[config.mk]
export PLATFORM = sky130hd
export DESIGN_NAME = vram_writer_flat
export DESIGN_NICKNAME = d
export VERILOG_FILES = /design/src/rtl/vram_pkg.sv /design/src/rtl/vram_writer_if.sv /design/src/rtl/vram_wfifo.sv /design/src/rtl/vram_writer.sv /design/src/flat_wrapper.sv
export SDC_FILE = /design/constraint.sdc
export NUM_CORES = 1
export LEC_CHECK = 0
export ABC_AREA = 1
export CORE_ASPECT_RATIO = 0.5
export CORE_MARGIN = 8
export CORE_UTILIZATION = 25
export CTS_BUF_LIST = sky130_fd_sc_hd__clkbuf_2
export CTS_CLUSTER_SIZE = 40
export DETAILED_ROUTE_END_ITERATION = 8
export DONT_BUFFER_PORTS = 1
export GPL_TIMING_DRIVEN = 0
export SETUP_SLACK_MARGIN = 0.05
export SYNTH_ARGS = -nofsm -noshare
export SYNTH_HDL_FRONTEND = slang
export SYNTH_SLANG_ARGS = --single-unit
[constraint.sdc]
create_clock -name clk_sys -period 2.43 [get_ports clk_sys]
set_input_delay 0.243 -clock clk_sys [delete_from_list [all_inputs] [get_ports clk_sys]]
set_output_delay 0.243 -clock clk_sys [all_outputs]
set_load 0.1 [all_outputs]
[src/rtl/vram_pkg.sv]
// Shared definitions for the VRAM writer slice.
//   SCR_BANK_LO / SCR_BANK_HI : 128K banks that hold the two screens
//   VRAM_AW                   : width of the shadow VRAM address space
//   region_e                  : decode of CPU addr[15:14]
//   vram_entry_t              : one queued write {waddr, data}
package vram_pkg;
   localparam logic [2:0] SCR_BANK_LO = 3'd5;
   localparam logic [2:0] SCR_BANK_HI = 3'd7;
   localparam int         VRAM_AW     = 15;

   typedef enum logic [1:0] {
      REG_ROM = 2'b00,   // 0x0000-0x3FFF
      REG_SCR = 2'b01,   // 0x4000-0x7FFF, always bank 5
      REG_MID = 2'b10,   // 0x8000-0xBFFF, bank 2
      REG_TOP = 2'b11    // 0xC000-0xFFFF, paged
   } region_e;

   typedef struct packed {
      logic [VRAM_AW-1:0] waddr;
      logic [7:0]         data;
   } vram_entry_t;
endpackage

[src/rtl/vram_writer_if.sv]
// CPU snoop bus plus VRAM write port of the VRAM writer.
//   master : drives CPU bus, paging, vram_slot, clr_ovf (system side)
//   slave  : the writer; drives vram_we/waddr/wdata, fifo_level, overflow
interface vram_writer_if #(parameter int LVL_W = 3);
   logic [15:0]      addr;
   logic [7:0]       dout;
   logic             nMREQ;
   logic             nWR;
   logic             nRFSH;
   logic             m128;
   logic [2:0]       page_ram;
   logic             vram_slot;
   logic             clr_ovf;
   logic             vram_we;
   logic [14:0]      vram_waddr;
   logic [7:0]       vram_wdata;
   logic [LVL_W-1:0] fifo_level;
   logic             overflow;

   modport master (
      output addr, dout, nMREQ, nWR, nRFSH, m128, page_ram, vram_slot, clr_ovf,
      input  vram_we, vram_waddr, vram_wdata, fifo_level, overflow
   );
   modport slave (
      input  addr, dout, nMREQ, nWR, nRFSH, m128, page_ram, vram_slot, clr_ovf,
      output vram_we, vram_waddr, vram_wdata, fifo_level, overflow
   );
endinterface

[src/rtl/vram_wfifo.sv]
// Synchronous FIFO of VRAM write entries.
//   push/pop : enqueue din / dequeue head at the clock edge
//   head     : current oldest entry (valid when !empty)
//   full, empty, level : occupancy, level in 0..DEPTH
// The caller must not push when full unless it pops in the same cycle.
module vram_wfifo
   import vram_pkg::*;
#(
   parameter int DEPTH = 4,
   parameter int LVL_W = 3
) (
   input  logic             clk_sys,
   input  logic             nRESET,
   input  logic             push,
   input  logic             pop,
   input  vram_entry_t      din,
   output vram_entry_t      head,
   output logic             full,
   output logic             empty,
   output logic [LVL_W-1:0] level
);
   localparam int PW = (DEPTH > 1) ? $clog2(DEPTH) : 1;

   vram_entry_t   mem [DEPTH];
   logic [PW-1:0] wptr, rptr;

   // DEPTH is a power of two, so pointers wrap naturally.
   always_ff @(posedge clk_sys or negedge nRESET) begin
      if (!nRESET) begin
         wptr  <= '0;
         rptr  <= '0;
         level <= '0;
      end else begin
         if (push) wptr <= wptr + 1'b1;
         if (pop)  rptr <= rptr + 1'b1;
         case ({push, pop})
            2'b10:   level <= level + 1'b1;
            2'b01:   level <= level - 1'b1;
            default: level <= level;
         endcase
      end
   end

   // Storage needs no reset: pointers define what is valid.
   always_ff @(posedge clk_sys) begin
      if (push) mem[wptr] <= din;
   end

   assign head  = mem[rptr];
   assign full  = (level == LVL_W'(DEPTH));
   assign empty = (level == '0);
endmodule

[src/rtl/vram_writer.sv]
// Snoops Z80 writes, keeps those landing in screen bank 5/7, queues them
// and drains them into the shadow VRAM write port on free ULA slots.
//   clk_sys, nRESET : clock, async active-low reset
//   bus (slave)     : CPU snoop inputs, paging, vram_slot, clr_ovf in;
//                     vram_we/waddr/wdata, fifo_level, overflow out
module vram_writer
   import vram_pkg::*;
#(
   parameter int DEPTH = 4,
   parameter int LVL_W = 3
) (
   input logic           clk_sys,
   input logic           nRESET,
   vram_writer_if.slave  bus
);
   logic               wstrobe, wstrobe_q, new_wr;
   logic               hit, push, pop, drop;
   logic               full, empty;
   logic [VRAM_AW-1:0] map_addr;
   region_e            region;
   vram_entry_t        head, din;

   assign wstrobe = ~bus.nMREQ & ~bus.nWR & bus.nRFSH;
   assign new_wr  = wstrobe & ~wstrobe_q;

   always_ff @(posedge clk_sys or negedge nRESET) begin
      if (!nRESET) wstrobe_q <= 1'b0;
      else         wstrobe_q <= wstrobe;
   end

   // Bank decode at the strobe edge; later paging changes do not touch
   // entries already queued.
   always_comb begin
      hit      = 1'b0;
      map_addr = {1'b0, bus.addr[13:0]};
      region   = region_e'(bus.addr[15:14]);
      if (new_wr) begin
         case (region)
            REG_SCR: hit = 1'b1;
            REG_TOP: begin
               if (bus.m128 && bus.page_ram == SCR_BANK_LO) begin
                  hit = 1'b1;
               end else if (bus.m128 && bus.page_ram == SCR_BANK_HI) begin
                  hit         = 1'b1;
                  map_addr[14] = 1'b1;
               end
            end
            default: hit = 1'b0;
         endcase
      end
   end

   // No bypass: pop only sees what was queued before this edge.
   assign pop  = bus.vram_slot & ~empty;
   assign push = hit & (~full | pop);
   assign drop = hit & full & ~pop;
   assign din  = '{waddr: map_addr, data: bus.dout};

   vram_wfifo #(.DEPTH(DEPTH), .LVL_W(LVL_W)) u_fifo (
      .clk_sys (clk_sys),
      .nRESET  (nRESET),
      .push    (push),
      .pop     (pop),
      .din     (din),
      .head    (head),
      .full    (full),
      .empty   (empty),
      .level   (bus.fifo_level)
   );

   always_ff @(posedge clk_sys or negedge nRESET) begin
      if (!nRESET) begin
         bus.vram_we    <= 1'b0;
         bus.vram_waddr <= '0;
         bus.vram_wdata <= '0;
         bus.overflow   <= 1'b0;
      end else begin
         bus.vram_we <= pop;
         if (pop) begin
            bus.vram_waddr <= head.waddr;
            bus.vram_wdata <= head.data;
         end
         // A drop in the same cycle as clr_ovf keeps the flag set.
         if (drop)             bus.overflow <= 1'b1;
         else if (bus.clr_ovf) bus.overflow <= 1'b0;
      end
   end
endmodule
[src/flat_wrapper.sv]
// flat-port wrapper written by rule: the top's interface ports become plain ports
module vram_writer_flat import vram_pkg::*;
#(
   parameter int DEPTH = 4,
   parameter int LVL_W = 3
)
  (clk_sys, nRESET, bus_addr, bus_dout, bus_nMREQ, bus_nWR, bus_nRFSH, bus_m128, bus_page_ram, bus_vram_slot, bus_clr_ovf, bus_vram_we, bus_vram_waddr, bus_vram_wdata, bus_fifo_level, bus_overflow);
  vram_writer_if #(.LVL_W(LVL_W)) bus_i ();
  input logic clk_sys;
  input logic nRESET;
  input wire logic [$bits(bus_i.addr)-1:0] bus_addr;
  input wire logic [$bits(bus_i.dout)-1:0] bus_dout;
  input wire logic [$bits(bus_i.nMREQ)-1:0] bus_nMREQ;
  input wire logic [$bits(bus_i.nWR)-1:0] bus_nWR;
  input wire logic [$bits(bus_i.nRFSH)-1:0] bus_nRFSH;
  input wire logic [$bits(bus_i.m128)-1:0] bus_m128;
  input wire logic [$bits(bus_i.page_ram)-1:0] bus_page_ram;
  input wire logic [$bits(bus_i.vram_slot)-1:0] bus_vram_slot;
  input wire logic [$bits(bus_i.clr_ovf)-1:0] bus_clr_ovf;
  output wire logic [$bits(bus_i.vram_we)-1:0] bus_vram_we;
  output wire logic [$bits(bus_i.vram_waddr)-1:0] bus_vram_waddr;
  output wire logic [$bits(bus_i.vram_wdata)-1:0] bus_vram_wdata;
  output wire logic [$bits(bus_i.fifo_level)-1:0] bus_fifo_level;
  output wire logic [$bits(bus_i.overflow)-1:0] bus_overflow;
  assign bus_i.addr = bus_addr;
  assign bus_i.dout = bus_dout;
  assign bus_i.nMREQ = bus_nMREQ;
  assign bus_i.nWR = bus_nWR;
  assign bus_i.nRFSH = bus_nRFSH;
  assign bus_i.m128 = bus_m128;
  assign bus_i.page_ram = bus_page_ram;
  assign bus_i.vram_slot = bus_vram_slot;
  assign bus_i.clr_ovf = bus_clr_ovf;
  assign bus_vram_we = bus_i.vram_we;
  assign bus_vram_waddr = bus_i.vram_waddr;
  assign bus_vram_wdata = bus_i.vram_wdata;
  assign bus_fifo_level = bus_i.fifo_level;
  assign bus_overflow = bus_i.overflow;
  vram_writer #(.DEPTH(DEPTH), .LVL_W(LVL_W)) u_core (.clk_sys(clk_sys), .nRESET(nRESET), .bus(bus_i));
endmodule
Word level (Yosys, flattened, before mapping)
Memory sizes are Yosys's and may differ from the RTL's. A register that Yosys moved wholly into a read port is not among the register bits. Cells that the tools add are included.

$add $sub $neg: 4. Equal/unequal tests: 7. Multiplexer cells: 12. Bitwise gates (word level): 14. Reduce and logical (&&, ||, !) cells: 6.

Operators by type and width (count): 1-bit two-way mux (10); 3-bit equality test (second input constant) (3); 1-bit bitwise AND (7); 1-bit inverter (6); 3-bit case mux with 2 select lines (1); 2-bit by 1-bit adder with 2-bit output (second input constant) (2); 2-bit by 1-bit equality test with 1-bit output (second input constant) (2); 2-bit equality test (second input constant) (2); 2-bit nonzero test (2); 3-bit by 1-bit adder with 3-bit output (second input constant) (1); 3-bit zero test (1); 3-bit by 1-bit subtractor with 3-bit output (second input constant) (1); 1-bit logical AND (2); 1-bit case mux with 2 select lines (1); 1-bit zero test (1); 1-bit bitwise OR (1).

Bits in registers: 10. Memory bits (writable): 92. Input port bits: 35. Output and inout bits: 28. Memories kept: 1.

Memory list: u_core.u_fifo.mem (depth 4, width 23, rd ports 1, clocked after Yosys merged registers in 1, write ports 1, line vram_wfifo.sv:24) `vram_entry_t mem [DEPTH];`.

Logic depth before layout (Yosys ltp)
Gate-level depths: netlist of run 1.

Depth in word-level cells: 9. Mapped depth: 12. Gate-level depth less buffers: 12.

Hierarchy
From an unflattened synthesis of run 1, not the netlist that was laid out.

Cells, all modules: 439. Area total of the unflattened synthesis: 5187.5 um2.

Modules (own cells, without submodules): vram_wfifo (times used 1, cells an instance 316, area each 4131.5 um2, sequential area each 2937.8 um2); vram_writer (times used 1, cells an instance 123, area each 1056.0 um2, sequential area each 650.6 um2).

Worst setup path after synthesis of run 1
Ideal clock, no wire load.

Path type: register -> register. Start point: reg u_core.u_fifo.level[2]. End point: mem u_core.u_fifo.mem[0][0] (netlist name), enable pin. Library setup time: 0.403 ns. Arrival time: 2.551 ns. Data required time: 2.027 ns. Setup slack: -0.524 ns. Stages on the path, launching flop included: 7. Buffers on the path: 0. Cell sequence: dfrtp_1 inv_1 nand2_2 nand2_4 nand3_1 nand2_1 nor2_1.

Word-level cells in the longest chain between the ends: 7. Elaborated cells between the ends (all ways): 9. Classes of those cells: eq/ne (1); mux (2); bitwise (5); reduce/logical (1).

RTL lines: start: declaration (line vram_wfifo.sv:20) `output logic [LVL_W-1:0] level`; start signal: assignment (line vram_wfifo.sv:37) `2'b10: level <= level + 1'b1;`; start signal: assignment (line vram_wfifo.sv:38) `2'b01: level <= level - 1'b1;`; start signal: assignment (line vram_wfifo.sv:39) `default: level <= level;`; 3-bit zero test (line vram_wfifo.sv:51) `assign empty = (level == '0);`; 1-bit inverter (line vram_writer.sv:54) `assign pop = bus.vram_slot & ~empty;`; 1-bit bitwise AND (line vram_writer.sv:54); 1-bit bitwise OR * (line vram_writer.sv:55) `assign push = hit & (~full | pop);`; 1-bit bitwise AND * (line vram_writer.sv:55); 1-bit two-way mux * (line vram_wfifo.sv:46) `if (push) mem[wptr] <= din;`; 1-bit two-way mux (implied by the code) * (line vram_wfifo.sv:46); end: declaration (line vram_wfifo.sv:24).

Mark *: on every way between the ends. The rest lies on a longest branch, timed or not.

Worst setup path in the final report of run 1
Start point: reg u_core.u_fifo.level[2]. End point: mem u_core.u_fifo.mem[1][9] (netlist name), enable pin.

Same word-level chain as after synthesis.

==> metrics.md, run 1 <==
| Metric | Value |
|---|---|
| Dpl cell area | `5210 sq um` |
| Final ANT Viol Nets | `0` |
| Mean Syn Cell Area | `between 10 and 15 sq um` |
| Worst setup SP type | `flop` |
| CP max FO | `12` |
| 1st-pass router iterations | `5` |
| Hold crit path type | `input port to async pin` |
| Post-DP HPWL | `7090 um` |
| Vias in the first global route | `3309` |
| Layout area overhead | `25.0%` |
| Top delay family on crit path | `simple AND/OR/NAND/NOR gates` |
| Slew at the pin closest to its max-slew limit | `0.969 ns` |
| Most common cell after layout, fill and taps aside | `nor2_1` |
| Latest clock arrival within the worst-skew pair | `0.66 ns` |
| Post-DR vias/cell | `4.39` |
| Dpl ws | `-0.557 ns` |
| GPL Wtd Cong | `about 0.74` |
| Post-synthesis sequential area ratio | `0.737` |
| Clock Sink Count | `125` |
| Layout cell share with drive strength beyond 1 | `0.161` |
| Die W | `about 210 um` |
| Synth cell types | `25` |
| Count of final setup violators | `0` |
| Nets | `511` |
| Initial antenna violation count | `3` |
| Final period util | `0.935` |
| Util after Layout | `0.315` |
| CTS buffer count | `17` |
| Final instance area | `roughly 6100 sq um` |
| Most used cell, CP | `nand2_2` |
| Core area | `a little under 20000 sq um` |
| Die area | `24500 sq um` |
| Status | `completed` |
| Final hold vios | `0` |
| Crit path kind | `flop to flop` |
| First-pass GRT wire length | `18700 um` |
| Critical-path top delay cell | `dfrtp_2` |
| Critical Path AT | `around 2.6 ns` |
| DR vias | `3298` |
| Wire per inst | `16.2 um` |
| Post-route setup slack | `0.158 ns` |
| Ys Warns | `0` |
| Crit end category | `flop` |
| CP Cell Sequence | `inv_1 > nand2_2 > nand2_4 > nand3_1 > nand2_2 > nor2_4 > buf_12` |
| Total power draw | `around 7500 uW` |
| Slew Viols, Final | `0` |
| H-tree depth | `4` |
| Rows | `36` |
| Initial Utilization | `0.252` |
| Worst Skew | `between 0.03 and 0.04 ns` |
| CTS tree | `yes` |
| Post-synthesis cell count | `396` |
| Ports | `63` |
| Aggregate routed wire length | `12200 um` |
| Post-route DRC | `0` |
| Total GRT Usage | `0.103` |
| Power density over the cells | `around 1200 nW/um^2` |
| Worst endpoint required time | `2.80 ns` |
| FILL cells | `1955` |
| CTS max path bufs | `2` |
| Commonest non-fill, non-tap cells in the layout | `nor2_1 (123), edfxtp_1 (92), o21ai_0 (45)` |
| Buffer type at the clock tree root | `clkbuf_2` |
| Worst vdd ir | `0.000471 V` |
| Total gr overflow | `0` |
| CTS clk-pin slew, worst paths | `around 0.20 ns` |
| Final period demand of the worst path | `2.27 ns` |
| Cell Area, Synth | `~4900 sq um` |
| DRT iter0 DRCs | `253` |
| Synthesized Nets | `436` |
| Max Cap Viol | `0` |
| Largest stage delay on the critical path | `0.77 ns` |
| RSZ-0062 raised after global routing | `no` |
| Quantity of I/O buffers inserted on ports | `0` |
| Largest net degree at the start of global routing | `34` |
| Fin Setup TNS | `0 ns` |
| Fmax | `roughly 440 MHz` |
| Leakage | `0.00219 uW` |
| Die H | `115 um` |
| Slew margin rel. | `0.354` |
| Yosys reg bits | `125` |
| WP buf/inv | `2` |
## stage by stage
step,cells,hold WS [ns]
after detailed placement,662,-0.0517
after floorplan,396,-0.0526
after global routing,752,0.0327
after CTS,750,0.0262
after global placement,662,-0.0516
final,752,0.107
## cell usage after synthesis, drive strengths merged
master,n,share of area
o22ai,1,0.0013
a21oi,1,0.0010
ha,4,0.010
nor2,128,0.10
clkbuf,5,0.0041
o21ai,46,0.047
xor2,3,0.0054
dfrtp,33,0.17
buf,15,0.020
fa,1,0.0041
a31oi,23,0.030
edfxtp,92,0.57
nand4,2,0.0026
nand2,16,0.014
nor3,1,0.0010
nand3,7,0.0072
inv,18,0.014
## area by class of cell
| type | count | area, sq um | area share |
|---|---|---|---|
| plain buffers | 20 | 118 | 0.0193 |
| clock inverters | 14 | 151 | 0.0249 |
| multi-input cells | 237 | 1170 | 0.192 |
| clock buffers | 18 | 90.1 | 0.0148 |
| well taps | 266 | 333 | 0.0547 |
| repair buffers | 52 | 556 | 0.0913 |
| inverters | 18 | 67.6 | 0.0111 |
| flip-flops and latches | 125 | 3590 | 0.591 |
| diodes | 2 | 5.00 | 0.000823 |
## kinds of logic after synthesis
logic type      share of synthesized area
fa+ha+maj                          0.0144
simple gates                        0.125
xor+xnor                          0.00540
flops                               0.737
buf+inv                            0.0381
compound gates                     0.0792
## state kept, by name, summed over array words and instances, names as in the netlist
name / flops
u_core.bus.vram_wdata: 8
u_core.wstrobe_q: 1
u_core.bus.vram_we: 1
u_core.bus.overflow: 1
u_core.bus.vram_waddr: 15
u_core.u_fifo.mem: 92
u_core.u_fifo.wptr: 2
u_core.u_fifo.rptr: 2
u_core.u_fifo.level: 3
## worst register-to-register path: cells and delay by family (launching register included)
family,cells,cell delay (ns)
buffers and inverters,2,0.33
AND/OR/NAND/NOR,5,0.88
flip-flops,1,0.77
## per-layer routing
layer / vias to the layer above / GRT usage / share of wire
li1: 1542 / - / -
met1: 1623 / 0.119 / 0.41
met2: 110 / 0.182 / 0.52
met3: 21 / 0.0284 / 0.052
met4: 2 / 0.0377 / 0.017
met5: - / 0 / 0.0011
## final timing paths
kind / cells after the start / end / startpoint / slack [ns]
min reg2reg: 2 / u_core.bus.vram_waddr[1] / u_core.u_fifo.mem[1][9] / 0.53
max: 7 / u_core.u_fifo.mem[1][9] / u_core.u_fifo.level[2] / 0.16
min: 3 / u_core.u_fifo.level[2] / nRESET / 0.11
max in group asynchronous: 3 / u_core.bus.vram_waddr[14] / nRESET / 2.10
max reg2reg: 7 / u_core.u_fifo.mem[1][9] / u_core.u_fifo.level[2] / 0.16
min in group clk_sys: 1 / u_core.u_fifo.mem[3][20] / bus_addr[12] / 0.29
## report_power, final
group / total [uW] / switching (uW) / internal (uW)
combinational: 1760 / 1140 / 625
clock: 1310 / 749 / 561
sequential: 4440 / 1900 / 2540
total: 7510 / 3790 / 3720
## what timing repair did
item	in CTS	in global routing
endpoints found under the hold margin	141	0
buffers inserted	14	0
hold buffers	38	0
endpoints found under the setup margin	92	0
resized for setup	9	0
Note: power is estimated with default switching activity, not from simulation.
==> inputs of run 2 (changes only) <==
CAP_MARGIN = 20   (was not set)
RECOVER_POWER = 100   (was not set)
==> metrics.md, run 2 (synthesized netlist as in run 1, its figures left out) <==
| Metric | Value |
|---|---|
| Util after Layout | `0.314` |
| Commonest non-fill, non-tap cells in the layout | `nor2_1 (123), edfxtp_1 (92), o21ai_0 (45)` |
| 1st-pass router iterations | `4` |
| Nets | `503` |
| Post-DR vias/cell | `4.18` |
| Largest Register | `u_core.u_fifo.mem` |
| Max reg flops | `92` |
| Largest net degree at the start of global routing | `25` |
| Worst reg2reg setup slack | `0.19 ns` |
| FILL cells | `1960` |
| Vias in the first global route | `3277` |
| Aggregate routed wire length | `11500 um` |
| Critical Path AT | `2.59 ns` |
| Placed Instances | `666` |
| Max Cap Viol | `0` |
| Die W | `between 200 and 250 um` |
| Layout cell share with drive strength beyond 1 | `0.130` |
| Status | `completed` |
| Post-DP HPWL | `7480 um` |
| Count of final setup violators | `0` |
| Core area | `19300 sq um` |
| Worst endpoint required time | `roughly 2.8 ns` |
| First-pass GRT wire length | `between 15000 and 20000 um` |
| Hold Path Depth | `5` |
| R2r startpoint | `u_core.u_fifo.level[2]` |
| Initial Utilization | `0.252` |
| Die H | `115 um` |
| RSZ-0062 raised after global routing | `no` |
| Reg2reg path depth | `7` |
| Final hold vios | `0` |
| Clock Sink Count | `~130` |
| Most common cell after layout, fill and taps aside | `nor2_1` |
| CTS buffer count | `17` |
| Ports | `63` |
| Total GRT Usage | `0.0975` |
| Largest regs | `u_core.u_fifo.mem x92, u_core.bus.vram_waddr x15, u_core.bus.vram_wdata x8` |
| FF/Latch Area | `approximately 3600 sq um` |
| Final period demand of the worst path | `between 2 and 2.5 ns` |
| Leakage | `0.00216 uW` |
| Worst setup SP type | `input port` |
| Buffer type at the clock tree root | `clkbuf_2` |
| Total gr overflow | `0` |
| CTS tree | `yes` |
| Post-route DRC | `0` |
| DRT iter0 DRCs | `181` |
| HP Start | `bus_nMREQ` |
| Area of the multi-input gates | `1110 sq um` |
| CTS max path bufs | `2` |
| Die area | `24500 sq um` |
| Rows | `36` |
| Fmax | `446 MHz` |
| Slew Viols, Final | `0` |
| H-tree depth | `4` |
| Initial antenna violation count | `3` |
| CP max FO | `13` |
| DR vias | `3117` |
| Final period util | `0.923` |
| Crit path kind | `input port to flop` |
| Worst Skew | `between 0.03 and 0.04 ns` |
| Final ANT Viol Nets | `0` |
| Post-Layout Cell Count | `745` |
| CTS clk-pin slew, worst paths | `0.19 ns` |
| Slew at the pin closest to its max-slew limit | `~0.97 ns` |
| Hold crit path type | `input port to flop` |
| Fin Setup TNS | `0 ns` |
| Worst R2R End | `u_core.u_fifo.mem[1][16]` |
| GPL Wtd Cong | `between 0.7 and 0.8` |
| Wire per inst | `15.4 um` |
| Hold endpoint | `u_core.u_fifo.wptr[0]` |
| Layout area overhead | `24.4%` |
| Slew margin rel. | `0.353` |
| Worst vdd ir | `0.000391 V` |
| Crit end category | `flop` |
| Latest clock arrival within the worst-skew pair | `0.64 ns` |
| Power density over the cells | `1260 nW/um^2` |
| Quantity of I/O buffers inserted on ports | `0` |
==> run 2: power by group <==
part | switching [uW] | internal, uW
logic | 1080 | 606
clock network | 739 | 767
registers | 1900 | 2550
total | 3710 | 3930
==> run 2: worst max-delay path by stage <==
stage                                      start                       end  depth (start not counted)
after floorplan           u_core.u_fifo.level[2]   u_core.u_fifo.mem[0][0]                          6
after global placement    u_core.u_fifo.level[2]   u_core.u_fifo.mem[1][6]                          6
after detailed placement  u_core.u_fifo.level[2]   u_core.u_fifo.mem[1][7]                          7
after CTS                 u_core.u_fifo.level[2]   u_core.u_fifo.mem[3][5]                          7
after global routing      u_core.u_fifo.level[1]    u_core.u_fifo.level[2]                         12
final                            bus_page_ram[0]  u_core.u_fifo.mem[1][16]                          9
==> run 2: final cells by class <==
class	instances	share of cell area
Clock inverter	14	0.0329
Buffer	20	0.0178
Multi-Input combinational cell	233	0.184
Inverter	18	0.0112
Tap cell	266	0.0550
Antenna cell	3	0.00124
Sequential cell	125	0.595
Clock buffer	18	0.0149
Timing Repair Buffer	48	0.0887
==> run 2: what timing repair did <==
item	4_1_cts	5_1_grt
buffers inserted	3	2
pin swaps	3	1
gates cloned	0	0
endpoints found under the setup margin	85	16
endpoints found under the hold margin	140	0
hold buffers	39	0
gates resized for setup	7	0
==> run 2: through the flow <==
stage	hold WS, ns	instance area, sq um	total power [uW]	setup slack [ns]
after floorplan	-0.0526	4880	5580	0.134
after global placement	-0.0516	5210	6050	-0.482
after detailed placement	-0.0517	5300	6110	-0.190
after CTS	0.208	6080	7720	0.0579
after global routing	0.157	6050	8040	0.0738
final	0.224	6050	7640	0.186
==> run 2: critical path: stages <==
cell and delay (ns):
dlygate4sd3_1 0.54, nand3_1 0.08, dlygate4sd3_1 0.57, nand2_1 0.11, inv_1 0.06, nor2_1 0.14, nand2_1 0.27, nor2_2 0.37
buf_16 0.19
==> run 2: per-layer routing <==
metal  vias up  GRT usage  part of all wire
met5         -          0                 0
met4         0     0.0432            0.0079
met3         6     0.0287             0.054
met2        85      0.171              0.53
met1      1510      0.109              0.41
li1       1516          -                 -
